==> config.mk <==
export PLATFORM = sky130hd
export DESIGN_NAME = dec3to8_stream
export DESIGN_NICKNAME = d
export VERILOG_FILES = /design/src/rtl/dec3to8_stream.sv
export SDC_FILE = /design/constraint.sdc
export NUM_CORES = 1
export LEC_CHECK = 0
export ABC_AREA = 1
export BUFFER_PORTS_ARGS = -buffer_cell sky130_fd_sc_hd__buf_2
export CAP_MARGIN = 20
export CORE_MARGIN = 2
export CORE_UTILIZATION = 30
export DETAILED_ROUTE_END_ITERATION = 7
export PLACE_DENSITY = 0.5
export RECOVER_POWER = 50
export SKIP_CTS_REPAIR_TIMING = 1
export SLEW_MARGIN = 30
export SYNTH_ARGS = -nofsm -noshare
export SYNTH_HDL_FRONTEND = slang
export SYNTH_SLANG_ARGS = --single-unit
==> constraint.sdc <==
create_clock -name clk -period 2.3 [get_ports clk]
set_input_delay 0 -clock clk [delete_from_list [all_inputs] [get_ports clk]]
set_output_delay 0 -clock clk [all_outputs]
set_load 0.02 [all_outputs]
==> src/rtl/dec3to8_stream.sv <==
// dec3to8_stream: streaming 3-to-8 one-hot decoder.
// A valid/ready code input feeds a 2-entry in-order output buffer of one-hot
// words. With en=0, accepted codes are counted and discarded.
// A sticky hit mask records every word delivered.
module dec3to8_stream #(
  parameter int CNT_W = 8
) (
  input  logic             clk,
  input  logic             rst_n,
  input  logic             en,
  input  logic [2:0]       in_code,
  input  logic             in_valid,
  output logic             in_ready,
  output logic [7:0]       out_data,
  output logic             out_valid,
  input  logic             out_ready,
  output logic [7:0]       hit_mask,
  input  logic             clr_hist,
  output logic [CNT_W-1:0] drop_cnt
);

  // buffer storage and bookkeeping
  logic [1:0][7:0]  mem_q,  mem_d;
  logic             wr_ptr_q, wr_ptr_d;
  logic             rd_ptr_q, rd_ptr_d;
  logic [1:0]       occ_q,  occ_d;    // 0..2, separates full from empty
  logic [7:0]       hit_q,  hit_d;
  logic [CNT_W-1:0] drop_q, drop_d;

  logic empty, full;
  logic in_hs, push, drop, pop;
  logic [7:0] onehot;

  assign empty  = (occ_q == 2'd0);
  assign full   = (occ_q == 2'd2);
  assign onehot = 8'h01 << in_code;

  // Dropped codes are always accepted, so en=0 never stalls the producer.
  // When full, in_ready stays low even if a pop happens this cycle.
  assign in_ready  = en ? !full : 1'b1;
  assign in_hs     = in_valid && in_ready;
  assign push      = in_hs && en;
  assign drop      = in_hs && !en;

  assign out_valid = !empty;
  assign out_data  = empty ? 8'h00 : mem_q[rd_ptr_q];
  assign pop       = out_valid && out_ready;

  assign hit_mask  = hit_q;
  assign drop_cnt  = drop_q;

  // next-state: buffer write/read, occupancy, hit history, drop counter
  always_comb begin
    mem_d    = mem_q;
    wr_ptr_d = wr_ptr_q;
    rd_ptr_d = rd_ptr_q;
    occ_d    = occ_q;
    hit_d    = hit_q;
    drop_d   = drop_q;

    if (push) begin
      mem_d[wr_ptr_q] = onehot;
      wr_ptr_d        = !wr_ptr_q;
    end
    if (pop) begin
      rd_ptr_d = !rd_ptr_q;
    end

    // A push plus pop only occurs with one entry held; occupancy is unchanged.
    unique case ({push, pop})
      2'b10:   occ_d = occ_q + 2'd1;
      2'b01:   occ_d = occ_q - 2'd1;
      default: occ_d = occ_q;
    endcase

    // A clear keeps whatever is delivered in the same cycle.
    if (clr_hist) begin
      hit_d = pop ? out_data : 8'h00;
    end else if (pop) begin
      hit_d = hit_q | out_data;
    end

    if (drop && (drop_q != {CNT_W{1'b1}})) begin
      drop_d = drop_q + CNT_W'(1);
    end
  end

  // state registers with synchronous active-low reset
  always_ff @(posedge clk) begin
    if (!rst_n) begin
      mem_q    <= '0;
      wr_ptr_q <= 1'b0;
      rd_ptr_q <= 1'b0;
      occ_q    <= 2'd0;
      hit_q    <= 8'h00;
      drop_q   <= '0;
    end else begin
      mem_q    <= mem_d;
      wr_ptr_q <= wr_ptr_d;
      rd_ptr_q <= rd_ptr_d;
      occ_q    <= occ_d;
      hit_q    <= hit_d;
      drop_q   <= drop_d;
    end
  end

endmodule

==> results of run 1 <==
==> where the power goes <==
part	leakage, nW	switching [W]	internal (W)
combinational	0.390	0.000161	0.0000681
clock	0.0510	0.000229	0.000239
sequential	0.291	0.0000218	0.000647
==> critical path, stage by stage, from the launching register on <==
cell and delay, ns:
dfxtp_1 0.42, inv_2 0.10, a21oi_4 0.13, buf_4 0.19, nand2_1 0.32, o21ai_0 0.30, a21oi_1 0.06
==> cells in the mapped netlist <==
master	instances
clkinv_1	1
nand4_1	4
nand2_2	3
nand2_4	2
buf_6	2
o21ai_0	16
o21a_1	1
nor3_1	9
inv_1	23
nor2_1	12
nand2_1	48
o21ai_2	2
buf_4	1
a21oi_4	1
inv_2	2
nor2_2	1
buf_2	2
ha_1	2
nand3b_1	2
nand3_1	17
xor2_1	1
a21oi_2	8
clkbuf_1	4
a21oi_1	32
dfxtp_1	36
==> stage by stage <==
step                      total power, W  std cells
after floorplan                0.0008547        232
after global placement         0.0009244        331
after detailed placement       0.0009232        331
after CTS                       0.001392        339
after global routing            0.001446        339
final                           0.001367        339
==> worst paths after layout <==
| kind | startpoint | end | slack, ns | cells after the start |
|---|---|---|---|---|
| min | out_ready | hit_mask[7] | 0.05 | 3 |
| min reg2reg | mem_q[9] | mem_q[9] | 0.46 | 2 |
| max | occ_q[0] | mem_q[15] | 0.67 | 6 |
| max reg2reg | occ_q[0] | mem_q[15] | 0.67 | 6 |
==> metal layers <==
metal / share of wire / up-vias / routed length [um]
met5: 0 / - / 0
met2: 0.42 / 36 / 1687
li1: - / 835 / -
met4: 0.015 / 0 / 60
met1: 0.51 / 736 / 2012
met3: 0.054 / 5 / 216
==> registers in the layout (all words and copies together) (netlist names) <==
register,count
rd_ptr_q,1
occ_q,2
hit_mask,8
mem_q,16
drop_cnt,8
wr_ptr_q,1
==> cells by family after synthesis <==
| group | Yosys count | share of synthesized area |
|---|---|---|
| xor gates and xnor gates | 1 | 0.005148 |
| DFF | 36 | 0.4235 |
| adders and majority gates | 2 | 0.01470 |
| and+or+nand+nor | 98 | 0.2603 |
| buffers and inverters | 35 | 0.08970 |
| AOI/OAI and AO/OA | 60 | 0.2066 |
==> area by class of cell <==
class                      count  area (um2)  share of cell area
tap                           72       90.09             0.04571
inverter                      26       97.59             0.04952
sequential                    36       720.7              0.3657
multi-input combinational    161       807.0              0.4095
clock inverter                 2       10.01            0.005079
clock buffer                   6       82.58             0.04190
timing repair buffer          36       162.7             0.08254
==> metrics.csv, run 1 <==
metric,value,unit
required,2.46,ns
post-place-ws,0.8266,ns
synth.yosys.warnings,0,
post_drt_wl_per_cell,11.73,um
slew_violations,0,
ctsHtreeMaxLevel,2,
gpl.final_weighted_congestion,0.7700,
grt_max_degree,24,
synth.yosys.seq_area_share,0.4235,
final-hold-violation-count,0,
drt-vias-per-instance,4.755,
global_route.usage.total,0.1405,
count_of_state_elements_after_synthesis,36,
grt_antenna_before_repair,0,
netlist_instances,232,
cp_data_arrival_time,1.80,ns
floorplan.die_area,0.006291,mm2
floorplan.initialDensity,0.3090,
tritoncts_num_sinks,36,
syn_avg_cell_area,7.335,um2
post_route_cells_drive_above_1_share,0.1498,
max_freq,612.9,MHz
timing.setup.tns,0,ns
core.rowCount,27,
detailed_place_hpwl,2859,um
nNetsFinal,277,
clock_path_buffers,2,
tritoncts.num_buffers,5,
first_global_vias,1437,
path_class,flop to flop,
min_period_over_period,0.7094,
nFillCells,622,
synth_cell_type_count,25,
synth.top_cells.by_area,"dfxtp_1 (42%), nand2_1 (11%), a21oi_1 (9.4%)",
peak_supply_drop,0.0002146,V
max_slew_margin,0.4826,
run_status,"finished, final reports clean",
synth_top_cell_by_area,dfxtp_1,
finalWorstSetupSlack,0.6684,ns
dieWidth,79.32,um
grt_setup_unrepaired,no,
grt_busiest_layer,met2,
top_level_ports,35,
drtAntennaViolNets,0,
worst_skew_pair.late_latency,0.29,ns
grt.met3_usage,0.04545,
dr_total_vias,1612,
layout.cells.most_common_list,"nand2_1 (50), dfxtp_1 (36), a21oi_1 (34)",
critical_path.startpoint_type,flop,
power.leakage,0.7321,nW
layout.cells.most_common,nand2_1,
setup_viol_count_final,0,
synthesis.nets,243,
cap_viol_max_count,0,
grt_first_pass_wirelength,6858,um
remaining_drc_errors,0,
timing.hold.worst.class,primary input to flop,
final_core_utilization,0.3579,
cts.reportedPaths.clkPinSlew,0.07,ns
finalCriticalPeriod,1.632,ns
globalRouteMet1Util,0.1892,
cts_root_buffer,clkbuf_8,
port_buffers,34,
cts_tree,yes,
grt.overflow.total,0,
syn-cell-area,0.001702,mm2
design.core.area,0.005507,mm2
use_met2,0.2093,
fin_hold_ws,0.04668,ns
worst-slew-pin-transition,0.7753,ns
die_ht,79.32,um
worstSetupEndpointType,flop,
finalWirelength,3976,um
timing.critical_path.fanout_max,15,
largest_clock_skew_in_the_final_design,0.003116,ns
antenna_cells_inserted,0,
layout-area-overhead-vs-synth,15.81,%
initialDrtViolationCount,82,
synth_top_area_share,0.4235,
detailedRoute.firstPassIterationCount,4,
final_cell_area,0.001971,mm2
dpl_cell_area,0.001922,mm2
power-per-cell-area,693.5,mW/mm2
No activity file was read; power rests on OpenSTA's default activity.
==> run 2: changes to the inputs <==
==> constraint.sdc (replaced) <==
create_clock -name clk -period 1.59 [get_ports clk]
set_input_delay 0 -clock clk [delete_from_list [all_inputs] [get_ports clk]]
set_output_delay 0 -clock clk [all_outputs]
set_load 0.02 [all_outputs]
==> run 2 against run 1 <==
Critical path depth decreased by 1. Combinational power increased by 57%. Critical path type is now flop to output pin. Via count decreased by 2.5%. Largest power group unchanged. Register-to-register slack got worse by 0.51 ns. Power increased by 55%. Die area unchanged. Highest routed layer unchanged. Global-route usage decreased by 0.36 points. Non-clock buffer count increased by 5. Cell area increased by 4.2%.
==> metrics.csv, run 2 (synthesized netlist as in run 1, its figures left out) <==
metric,value,unit,change
path_class,flop to output pin,,
power.leakage,0.7752,nW,+5.9%
antenna_cells_inserted,0,,unchanged
timing.setup.tns,0,ns,unchanged
finalCriticalPeriod,1.437,ns,
power-per-cell-area,1031,mW/mm2,+49%
tritoncts.num_buffers,5,,unchanged
tritoncts_num_sinks,36,,unchanged
grt_antenna_before_repair,0,,unchanged
initialDrtViolationCount,53,,-35%
multi_input_gate_area_in_the_final_layout,825.8,um2,+2.3%
grt_setup_unrepaired,no,,
slew_violations,0,,unchanged
detailedRoute.firstPassIterationCount,4,,unchanged
gpl.final_weighted_congestion,0.7767,,+0.87%
ctsHtreeMaxLevel,2,,unchanged
cts_tree,yes,,
final_cell_area,0.002053,mm2,+4.2%
cts_root_buffer,clkbuf_8,,
nNetsFinal,282,,+1.8%
global_route.usage.total,0.1369,,-0.003634
finalWirelength,3966,um,-0.25%
nFillCells,627,,+0.80%
timing.hold.worst.class,primary input to flop,,
dr_total_vias,1572,,-2.5%
peak_supply_drop,0.0003516,V,+64%
worstSetupEndpointType,output pin,,
grt_first_pass_wirelength,6803,um,-0.80%
timing.critical_path.fanout_max,9,,-6
die_ht,79.32,um,unchanged
required,1.59,ns,-0.87 ns
dieWidth,79.32,um,unchanged
timing.critical_path.slowest_cell_delay,0.44,ns,+0.02 ns
detailed_place_hpwl,2976,um,+4.1%
cap_viol_max_count,0,,unchanged
drt-vias-per-instance,4.570,,-3.9%
largest_reg_flops,16,,unchanged
largest_clock_skew_in_the_final_design,0.004872,ns,+0.001756 ns
post_drt_wl_per_cell,11.53,um,-1.7%
cts.reportedPaths.clkPinSlew,0.07,ns,about the same
cp_data_arrival_time,1.44,ns,-0.36 ns
dpl_cell_area,0.001972,mm2,+2.6%
worst_skew_pair.late_latency,0.29,ns,about the same
drtAntennaViolNets,0,,unchanged
port_buffers,34,,unchanged
grt_max_degree,16,,-33%
layout.cells.most_common,nand2_1,,
setup_viol_count_final,0,,unchanged
regMostFlops,mem_q,,
core.rowCount,27,,unchanged
clock_path_buffers,2,,unchanged
top_level_ports,35,,unchanged
worst-slew-pin-transition,0.3578,ns,-0.4174 ns
final-hold-violation-count,0,,unchanged
timing.critical_path.slowest_stage_cell,dfxtp_1,,
max_freq,696.0,MHz,
design.core.area,0.005507,mm2,unchanged
critical_path.cell_chain,"inv_2, nand2_4, o21ai_0, a21oi_2, buf_2",,
area.sequential,721.9,um2,+0.17%
layout.cells.most_common_list,"nand2_1 (49), dfxtp_1 (35), a21oi_1 (32)",,
critical_path.startpoint_type,flop,,
design_power_total,0.002117,W,+55%
remaining_drc_errors,0,,unchanged
first_global_vias,1429,,-0.56%
hold_depth,3,,unchanged
final_core_utilization,0.3729,,+0.01500
timing.reg2reg.worst_path_depth,6,,unchanged
floorplan.die_area,0.006291,mm2,unchanged
floorplan.initialDensity,0.3090,,unchanged
min_period_over_period,0.9036,,
layout-area-overhead-vs-synth,20.66,%,
max_slew_margin,0.7596,,+0.2770
post_route_cells_drive_above_1_share,0.1801,,+0.03033
run_status,"finished, final reports clean",,
grt.overflow.total,0,,unchanged
[run 2: critical path: cells and delay by family (launching register included)]
| kind | cells | cell delay [ns] |
|---|---|---|
| AO/OA/AOI/OAI | 2 | 0.29 |
| buffers and inverters | 2 | 0.29 |
| flip-flops | 1 | 0.44 |
| AND/OR/NAND/NOR | 1 | 0.13 |
[run 2: final timing paths]
path | slack, ns | from | to
max | 0.15 | occ_q[1] | out_data[2]
min | 0.05 | out_ready | hit_mask[5]
max reg2reg | 0.16 | occ_q[0] | mem_q[3]
min reg2reg | 0.46 | mem_q[10] | mem_q[10]
[run 2: area by class of cell]
class                   instances  area share
flip-flops and latches         36      0.3516
clock buffers                   6     0.03534
inverters                      26     0.04753
multi-input cells             161      0.4022
well taps                      72     0.04388
repair buffers                 41      0.1024
clock inverters                 2     0.01706
[run 2: where the power goes]
| part | internal (W) | leakage, nW | switching, W | total, W |
|---|---|---|---|---|
| combinational | 0.000118 | 0.428 | 0.000241 | 0.000360 |
| sequential | 0.000938 | 0.292 | 0.0000339 | 0.000972 |
| clock | 0.000465 | 0.0552 | 0.000321 | 0.000786 |
| total | 0.00152 | 0.775 | 0.000596 | 0.00212 |
[run 2: routing by layer]
layer / GRT usage / part of all wire / wire length, um
met2: 0.2220 / 0.46 / 1834
met3: 0.03523 / 0.048 / 192
met1: 0.1787 / 0.48 / 1895
met4: 0.04138 / 0.011 / 43
met5: 0 / 0 / 0
[run 2: stage by stage]
step	setup WS [ns]	hold slack (ns)	std cells
after floorplan	0.01630	0.1384	232
after global placement	0.1516	0.3411	336
after detailed placement	0.1124	0.3359	336
after CTS	0.1085	0.04624	344
after global routing	0.01270	0.06029	344
final	0.1533	0.04732	344
